File: src/rtl/hwreg_pkg.sv
// Shared constants for the hardware-register responder: register indices,
// byte offsets, STATUS / IRQ_MASK bit positions and the default ID value.
// The same values are mirrored into software headers.
package hwreg_pkg;

   // Register word indices
   localparam logic [3:0] IDX_ID             = 4'd0;
   localparam logic [3:0] IDX_FRAME_FLAG     = 4'd1;
   localparam logic [3:0] IDX_FRAME_FLAG_CLR = 4'd2;
   localparam logic [3:0] IDX_FRAME_COUNT    = 4'd3;
   localparam logic [3:0] IDX_TIMER          = 4'd4;
   localparam logic [3:0] IDX_TIMER_CMP      = 4'd5;
   localparam logic [3:0] IDX_STATUS         = 4'd6;
   localparam logic [3:0] IDX_FIFO_DATA      = 4'd7;
   localparam logic [3:0] IDX_IRQ_MASK       = 4'd8;

   // Register byte offsets
   localparam logic [7:0] OFS_ID             = 8'h00;
   localparam logic [7:0] OFS_FRAME_FLAG     = 8'h04;
   localparam logic [7:0] OFS_FRAME_FLAG_CLR = 8'h08;
   localparam logic [7:0] OFS_FRAME_COUNT    = 8'h0C;
   localparam logic [7:0] OFS_TIMER          = 8'h10;
   localparam logic [7:0] OFS_TIMER_CMP      = 8'h14;
   localparam logic [7:0] OFS_STATUS         = 8'h18;
   localparam logic [7:0] OFS_FIFO_DATA      = 8'h1C;
   localparam logic [7:0] OFS_IRQ_MASK       = 8'h20;

   // STATUS bit positions
   localparam int unsigned STS_EMPTY     = 32'd0;
   localparam int unsigned STS_FULL      = 32'd1;
   localparam int unsigned STS_OVERFLOW  = 32'd2;
   localparam int unsigned STS_TMATCH    = 32'd3;
   localparam int unsigned STS_COUNT_LSB = 32'd8;
   localparam int unsigned STS_COUNT_W   = 32'd8;

   // IRQ_MASK bit positions
   localparam int unsigned IRQ_FRAME    = 32'd0;
   localparam int unsigned IRQ_NONEMPTY = 32'd1;
   localparam int unsigned IRQ_TMATCH   = 32'd2;
   localparam int unsigned IRQ_MASK_W   = 32'd3;

   localparam logic [31:0] HW_ID_DEFAULT = 32'h4953_4C45;

endpackage

File: src/rtl/hwreg_resp_fifo_sync.sv
// Small synchronous FIFO with occupancy count. Head entry is presented
// combinationally on dout; full is registered alongside the count.
// Pops on an empty FIFO and pushes on a full FIFO without a pop are ignored.
module fifo_sync #(
   parameter int DEPTH = 32'd16,
   parameter int W     = 32'd8
) (
   input  logic                       clk,
   input  logic                       rst,
   input  logic                       push,
   input  logic                       pop,
   input  logic [W-1:0]               din,
   output logic [W-1:0]               dout,
   output logic                       empty,
   output logic                       full,
   output logic [$clog2(DEPTH):0]     count
);

   localparam int AW = $clog2(DEPTH);
   localparam int CW = AW + 1;

   logic [W-1:0]  mem_r [DEPTH];
   logic [AW-1:0] wr_ptr_r;
   logic [AW-1:0] rd_ptr_r;
   logic [CW-1:0] count_r;
   logic          full_r;
   logic          do_push_s;
   logic          do_pop_s;
   logic [CW-1:0] count_next_s;

   // Qualify push/pop and compute the next occupancy
   always_comb begin
      do_pop_s     = pop & (count_r != '0);
      do_push_s    = push & (~full_r | do_pop_s);
      count_next_s = count_r;
      case ({do_push_s, do_pop_s})
         2'b10:   count_next_s = count_r + CW'(1'b1);
         2'b01:   count_next_s = count_r - CW'(1'b1);
         default: count_next_s = count_r;
      endcase
   end

   // Pointer, count and full-flag state
   always_ff @(posedge clk) begin
      if (rst) begin
         wr_ptr_r <= '0;
         rd_ptr_r <= '0;
         count_r  <= '0;
         full_r   <= 1'b0;
      end else begin
         if (do_push_s) wr_ptr_r <= wr_ptr_r + AW'(1'b1);
         if (do_pop_s)  rd_ptr_r <= rd_ptr_r + AW'(1'b1);
         count_r <= count_next_s;
         full_r  <= (count_next_s == CW'(DEPTH));
      end
   end

   // Storage array, written on accepted pushes only
   always_ff @(posedge clk) begin
      if (do_push_s) mem_r[wr_ptr_r] <= din;
   end

   assign dout  = mem_r[rd_ptr_r];
   assign empty = (count_r == '0);
   assign full  = full_r;
   assign count = count_r;

endmodule

File: src/rtl/hwreg_resp.sv
// Hardware-register responder on the CPU IO bus: frame flag and counter,
// free-running timer with compare, and a polled 8-bit input FIFO.
// Optional build macro HWREG_IRQ_EN adds the IRQ_MASK register and irq output.
module hwreg_resp
   import hwreg_pkg::*;
#(
   parameter int              WORD       = 32'd32,
   parameter int              BYTE_CNT   = 32'd4,
   parameter int              REGW       = 32'd4,
   parameter int              FIFO_DEPTH = 32'd16,
   parameter int              FIFO_W     = 32'd8,
   parameter logic [WORD-1:0] HW_ID      = HW_ID_DEFAULT
) (
   input  logic                clk_sys,
   input  logic                rst_sys,
   input  logic                cs,
   input  logic [REGW-1:0]     addr,
   input  logic [WORD-1:0]     wdata,
   input  logic [BYTE_CNT-1:0] wstrb,
   input  logic                rstrb,
   output logic [WORD-1:0]     rdata,
   output logic                rbusy,
   output logic                wbusy,
   input  logic                frame_start_sys,
   input  logic [FIFO_W-1:0]   fifo_din,
   input  logic                fifo_push,
   output logic                fifo_full
`ifdef HWREG_IRQ_EN
   ,
   output logic                irq
`endif
);

   localparam int FIFO_CW = $clog2(FIFO_DEPTH) + 1;

   logic               rd_fire_s;
   logic               wr_fire_s;
   logic               fifo_pop_s;
   logic               match_set_s;
   logic               ovf_set_s;
   logic [WORD-1:0]    status_s;
   logic [WORD-1:0]    rd_mux_s;
   logic [FIFO_W-1:0]  fifo_dout_s;
   logic               fifo_empty_s;
   logic               fifo_full_s;
   logic [FIFO_CW-1:0] fifo_count_s;

   logic               frame_flag_r;
   logic [WORD-1:0]    frame_count_r;
   logic [WORD-1:0]    timer_r;
   logic [WORD-1:0]    timer_cmp_r;
   logic               overflow_r;
   logic               match_r;
   logic [WORD-1:0]    rdata_r;

   assign rd_fire_s   = cs & rstrb;
   assign wr_fire_s   = cs & (&wstrb);
   assign fifo_pop_s  = rd_fire_s & (addr == IDX_FIFO_DATA) & ~fifo_empty_s;
   assign match_set_s = (timer_r == timer_cmp_r);
   assign ovf_set_s   = fifo_push & fifo_full_s & ~fifo_pop_s;

   fifo_sync #(
      .DEPTH (FIFO_DEPTH),
      .W     (FIFO_W)
   ) u_fifo (
      .clk   (clk_sys),
      .rst   (rst_sys),
      .push  (fifo_push),
      .pop   (fifo_pop_s),
      .din   (fifo_din),
      .dout  (fifo_dout_s),
      .empty (fifo_empty_s),
      .full  (fifo_full_s),
      .count (fifo_count_s)
   );

   // Assemble the STATUS word from FIFO state and sticky bits
   always_comb begin
      status_s = '0;
      status_s[STS_EMPTY]    = fifo_empty_s;
      status_s[STS_FULL]     = fifo_full_s;
      status_s[STS_OVERFLOW] = overflow_r;
      status_s[STS_TMATCH]   = match_r;
      status_s[STS_COUNT_LSB +: STS_COUNT_W] = STS_COUNT_W'(fifo_count_s);
   end

   // Frame flag: set by the pulse, cleared by any full write to the clear slot
   always_ff @(posedge clk_sys) begin
      if (rst_sys)                                          frame_flag_r <= 1'b0;
      else if (frame_start_sys)                             frame_flag_r <= 1'b1;
      else if (wr_fire_s && addr == IDX_FRAME_FLAG_CLR)     frame_flag_r <= 1'b0;
   end

   // Frame counter: a write clears it, a coincident pulse still counts
   always_ff @(posedge clk_sys) begin
      if (rst_sys)
         frame_count_r <= '0;
      else if (wr_fire_s && addr == IDX_FRAME_COUNT)
         frame_count_r <= frame_start_sys ? WORD'(1'b1) : '0;
      else if (frame_start_sys)
         frame_count_r <= frame_count_r + WORD'(1'b1);
   end

   // Timer and compare value; a timer write reloads and counting resumes after
   always_ff @(posedge clk_sys) begin
      if (rst_sys) begin
         timer_r     <= '0;
         timer_cmp_r <= '1;
      end else begin
         if (wr_fire_s && addr == IDX_TIMER) timer_r <= wdata;
         else                                timer_r <= timer_r + WORD'(1'b1);
         if (wr_fire_s && addr == IDX_TIMER_CMP) timer_cmp_r <= wdata;
      end
   end

   // Sticky STATUS bits: set events beat a same-cycle write-1-to-clear
   always_ff @(posedge clk_sys) begin
      if (rst_sys) begin
         overflow_r <= 1'b0;
         match_r    <= 1'b0;
      end else begin
         if (ovf_set_s)
            overflow_r <= 1'b1;
         else if (wr_fire_s && addr == IDX_STATUS && wdata[STS_OVERFLOW])
            overflow_r <= 1'b0;
         if (match_set_s)
            match_r <= 1'b1;
         else if (wr_fire_s && addr == IDX_STATUS && wdata[STS_TMATCH])
            match_r <= 1'b0;
      end
   end

`ifdef HWREG_IRQ_EN
   logic [IRQ_MASK_W-1:0] irq_mask_r;
   logic [IRQ_MASK_W-1:0] irq_src_s;
   logic                  irq_r;

   // Gather interrupt sources in IRQ_MASK bit order
   always_comb begin
      irq_src_s               = '0;
      irq_src_s[IRQ_FRAME]    = frame_flag_r;
      irq_src_s[IRQ_NONEMPTY] = ~fifo_empty_s;
      irq_src_s[IRQ_TMATCH]   = match_r;
   end

   // Mask register and registered interrupt output
   always_ff @(posedge clk_sys) begin
      if (rst_sys) begin
         irq_mask_r <= '0;
         irq_r      <= 1'b0;
      end else begin
         if (wr_fire_s && addr == IDX_IRQ_MASK) irq_mask_r <= wdata[IRQ_MASK_W-1:0];
         irq_r <= |(irq_mask_r & irq_src_s);
      end
   end

   assign irq = irq_r;
`endif

   // Read mux over current register values; unmapped slots read zero
   always_comb begin
      rd_mux_s = '0;
      case (addr)
         IDX_ID:          rd_mux_s = HW_ID;
         IDX_FRAME_FLAG:  rd_mux_s = {{(WORD-1){1'b0}}, frame_flag_r};
         IDX_FRAME_COUNT: rd_mux_s = frame_count_r;
         IDX_TIMER:       rd_mux_s = timer_r;
         IDX_TIMER_CMP:   rd_mux_s = timer_cmp_r;
         IDX_STATUS:      rd_mux_s = status_s;
         IDX_FIFO_DATA: begin
            if (!fifo_empty_s) begin
               rd_mux_s[WORD-1]     = 1'b1;
               rd_mux_s[FIFO_W-1:0] = fifo_dout_s;
            end else begin
               rd_mux_s = '0;
            end
         end
`ifdef HWREG_IRQ_EN
         IDX_IRQ_MASK:    rd_mux_s = {{(WORD-IRQ_MASK_W){1'b0}}, irq_mask_r};
`endif
         default:         rd_mux_s = '0;
      endcase
   end

   // Read data register: captured on a read strobe, held otherwise
   always_ff @(posedge clk_sys) begin
      if (rst_sys)        rdata_r <= '0;
      else if (rd_fire_s) rdata_r <= rd_mux_s;
   end

   assign rdata     = rdata_r;
   assign rbusy     = 1'b0;
   assign wbusy     = 1'b0;
   assign fifo_full = fifo_full_s;

endmodule

File: config.mk
export PLATFORM = sky130hd
export DESIGN_NAME = hwreg_resp
export DESIGN_NICKNAME = d
export VERILOG_FILES = /design/src/rtl/hwreg_pkg.sv /design/src/rtl/hwreg_resp_fifo_sync.sv /design/src/rtl/hwreg_resp.sv
export SDC_FILE = /design/constraint.sdc
export NUM_CORES = 1
export LEC_CHECK = 0
export CORE_UTILIZATION = 55
export DETAILED_ROUTE_END_ITERATION = 10
export GPL_ROUTABILITY_DRIVEN = 0
export PLACE_DENSITY = 0.73
export SKIP_LAST_GASP = 1
export SYNTH_ARGS = -nofsm -noshare
export SYNTH_HDL_FRONTEND = slang
export SYNTH_SLANG_ARGS = --single-unit
File: constraint.sdc
create_clock -name clk_sys -period 4.2 [get_ports clk_sys]
set_input_delay 0.84 -clock clk_sys [delete_from_list [all_inputs] [get_ports clk_sys]]
set_output_delay 0.84 -clock clk_sys [all_outputs]
set_load 0.02 [all_outputs]
==> flow_summary.yaml <==
detailed_routing:
  dr.pass1.iters: 11
  met2_length_mm: 14.1
  totalWireLength_mm: 31.7
  met3_length_mm: 2.36
  drc: 8
  via_per_inst: 6.18
  postRouteAntennaNets: 0
  drt_first_iter_violations: 972
  routedLengthMet1_mm: 14.1
  wl_per_cell_microns: 20.9
  num_vias: 9375
  top_layer: "met4"
final_layout:
  diodes: 0
  fillers: 1699
  fin_cells: 1516
  most-common-layout-cells: "149 x dfxtp_1, 128 x edfxtp_1, 122 x nand2_1"
  drive_gt1_frac: 0.104
  mostFrequentLayoutCell: "dfxtp_1"
  ff_latch_area_sq_um: 6830
  multi_input_area_sq_um: 5260
  finalNetCount: 1280
  area_delta_synth_final_pct: 16.9
worst_setup_path:
  crit_cells: 13
  slowest_delay_ns: 0.42
  worstPathArrival_ns: 3.89
  path_buf_inv: 2
  regToRegStartpoint: "u_fifo.count[3]"
  slowest_stage: "a211o_1"
  critical_path.max_fanout: 8
  critPathTopFamily: "compound AO/OA/AOI/OAI gates"
  cp_cell_sequence: "clkdlybuf4s50_1, nand4b_1, a211o_1, a21boi_1, inv_1, ha_1, xor2_1, ha_1, and3b_1, o21ai_0, a21oi_1, mux2_2, and4_1"
  ff2ff_setup_slack_ns: 1.05
  cpMostUsedCell: "ha_1"
  required_ns: 4.64
  criticalPathCategory: "input pin to register"
  worst_setup_path_end_kind: "register"
  r2r_cells: 12
  cp-start-kind: "input pin"
  r2r_end: "u_fifo.full"
cts:
  clock_path_buffers: 3
  cts_buffers: 29
  post_cts_buffers: 0
  insertion_delay_ns: 0.55
  post_cts_resized: 0
  cts_tree: "yes"
  root_buffer: "clkbuf_16"
  cts_hold_buffers: 0
  htreeDepth: 1
  cts.clk_slew.worst_paths_ns: 0.07
  numClockSinks: 277
timing:
  whs_ns: 0.490
  fmax_mhz: 290
  finClkSkew_ns: 0.0109
  setup_viol: 0
  hold_viol: 0
  grt_setup_unrepaired: "no"
  fin_setup_tns_ns: 0
  drv_slew: 0
  fin_crit_sh: 0.821
  period_needed_ns: 3.45
  tightest_slew_ns: 1.24
  relSlewSlack: 0.175
power:
  peakVddDrop_uv: 317
  power_density_nw_per_um2: 391
  switchingPower_w: 0.00125
  pwr-share-comb: 0.050
  power.internal_w: 0.00445
  p_seq_frac: 0.506
  clockPowerShare: 0.444
  leakagePower_nw: 4.88
  swShare: 0.219
die:
  die_area_sq_um: 23300
  core_area_sq_um: 22000
  start_util: 0.566
  die_w_microns: 153
  die_height_microns: 153
  io-pin-count: 89
  rows: 54
placement:
  hpwl_mm: 22.0
  dp.cells: 1465
  portBuffers: 86
synth:
  synth-edff-count: 128
  synthFlopType: "dfxtp_1"
  ys_types: 56
  syn_area_sq_um: 12500
  syn_area_per_cell_sq_um: 10.9
  ys_seq_area_frac: 0.548
  ys_warn_count: 0
  syn_inst: 1145
  synth_seq_cells: 277
  async_reset_ff_frac: 0
global_routing:
  grt_overflow: 0
  antenna_found_initial: 0
  grt_max_degree: 77
  grt_pass1_wl_mm: 49.5
  grtUsageTotal: 0.274
  grt_pass1_vias: 8833
outcome:
  failed_checks: "design-rule violations"
  status: "complete, but fails checks"
min_path:
  min_path_type: "register to register"
  hold_path_end: "rdata[21]"
  holdCritStartpoint: "rdata[21]"
  holdPathStages: 2
job:
  maxCapViolations: 0
==> area by class of cell <==
cell class              count  area share
flip-flops and latches    277       0.469
multi-input cells         770       0.361
repair buffers            122      0.0775
clock buffers              37      0.0526
well taps                 280      0.0241
clock inverters            14      0.0118
inverters                  16     0.00412
==> kinds of logic (layout without fill, tap and decap cells) <==
| family | count (synthesis) | after routing | synth area share |
|---|---|---|---|
| AND/OR/NAND/NOR | 425 | 425 | 0.172 |
| flip-flops | 277 | 277 | 0.548 |
| AO/OA/AOI/OAI | 194 | 194 | 0.101 |
| buffers and inverters | 99 | 189 | 0.0316 |
| XOR/XNOR | 94 | 94 | 0.0661 |
| multiplexers | 45 | 45 | 0.0714 |
| adder cells (fa/ha/maj) | 10 | 10 | 0.0100 |
| other | 1 | 2 | 0.000301 |
==> cell usage after synthesis, drive strengths merged (10+ instances only) <==
cell type  number  area share
a211oi         36       0.022
a21oi          75       0.030
a22oi          36       0.022
and3           10      0.0050
buf            16      0.0066
clkbuf         67       0.020
dfxtp         149        0.24
edfxtp        128        0.31
ha             10       0.010
inv            16      0.0048
mux4           35       0.063
nand2         122       0.037
nand3          34       0.014
nand3b         35       0.021
nand4          33       0.018
nor2          121       0.036
nor3           10      0.0044
nor4           13      0.0070
o21ai          12      0.0048
xnor2          52       0.037
xor2           42       0.030
==> state kept, by name (all words and copies together) (netlist names), named ones only <==
register / cells
frame_count_r: 32
frame_flag_r: 1
match_r: 1
overflow_r: 1
rdata: 32
timer_cmp_r: 32
timer_r: 32
u_fifo.count: 5
u_fifo.full: 1
u_fifo.mem_r: 128
u_fifo.rd_ptr_r: 4
u_fifo.wr_ptr_r: 4
==> power by group through the flow <==
| stage | Combinational (W) | Sequential, W | Clock (W) |
|---|---|---|---|
| 3_5_place_dp | 0.000281 | 0.00294 | 0 |
| 6_report | 0.000286 | 0.00288 | 0.00253 |
| 5_1_grt | 0.000307 | 0.00289 | 0.00266 |
| 4_1_cts | 0.000283 | 0.00288 | 0.00256 |
| 2_1_floorplan | 0.000149 | 0.00293 | 0 |
| 3_3_place_gp | 0.000278 | 0.00294 | 0 |
==> worst max-delay path by stage <==
stage                     slack, ns  startpoint          end
after floorplan                0.48          cs  u_fifo.full
after global placement         0.35     addr[3]  u_fifo.full
after detailed placement       0.25     addr[3]  u_fifo.full
after CTS                      0.80     addr[3]  u_fifo.full
after global routing           0.64     addr[3]  u_fifo.full
final                          0.75     addr[3]  u_fifo.full
==> worst reg2reg max path, stage by stage, from the launching register on <==
cell and delay, ns:
dfxtp_1 0.51, nor3_1 0.16, a211o_1 0.42, a21boi_1 0.22
inv_1 0.09, ha_1 0.31, xor2_1 0.19, ha_1 0.22
and3b_1 0.17, o21ai_0 0.08, a21oi_1 0.17, mux2_2 0.37
and4_1 0.15
==> layer usage <==
metal,vias to the layer above,track usage
met3,64,0.0395
met5,-,0
met4,0,0.0943
met2,399,0.420
met1,4583,0.400
li1,4329,-
==> through the flow <==
stage	utilization	total power, W	area (sq um)	worst slack [ns]
2_1_floorplan	-	0.00308	12500	0.479
3_3_place_gp	0.619	0.00322	13600	0.350
3_5_place_dp	0.619	0.00322	13600	0.253
4_1_cts	0.661	0.00572	14600	0.802
5_1_grt	0.661	0.00586	14600	0.639
6_report	0.661	0.00570	14600	0.751
No activity file was read; power rests on OpenSTA's default activity.
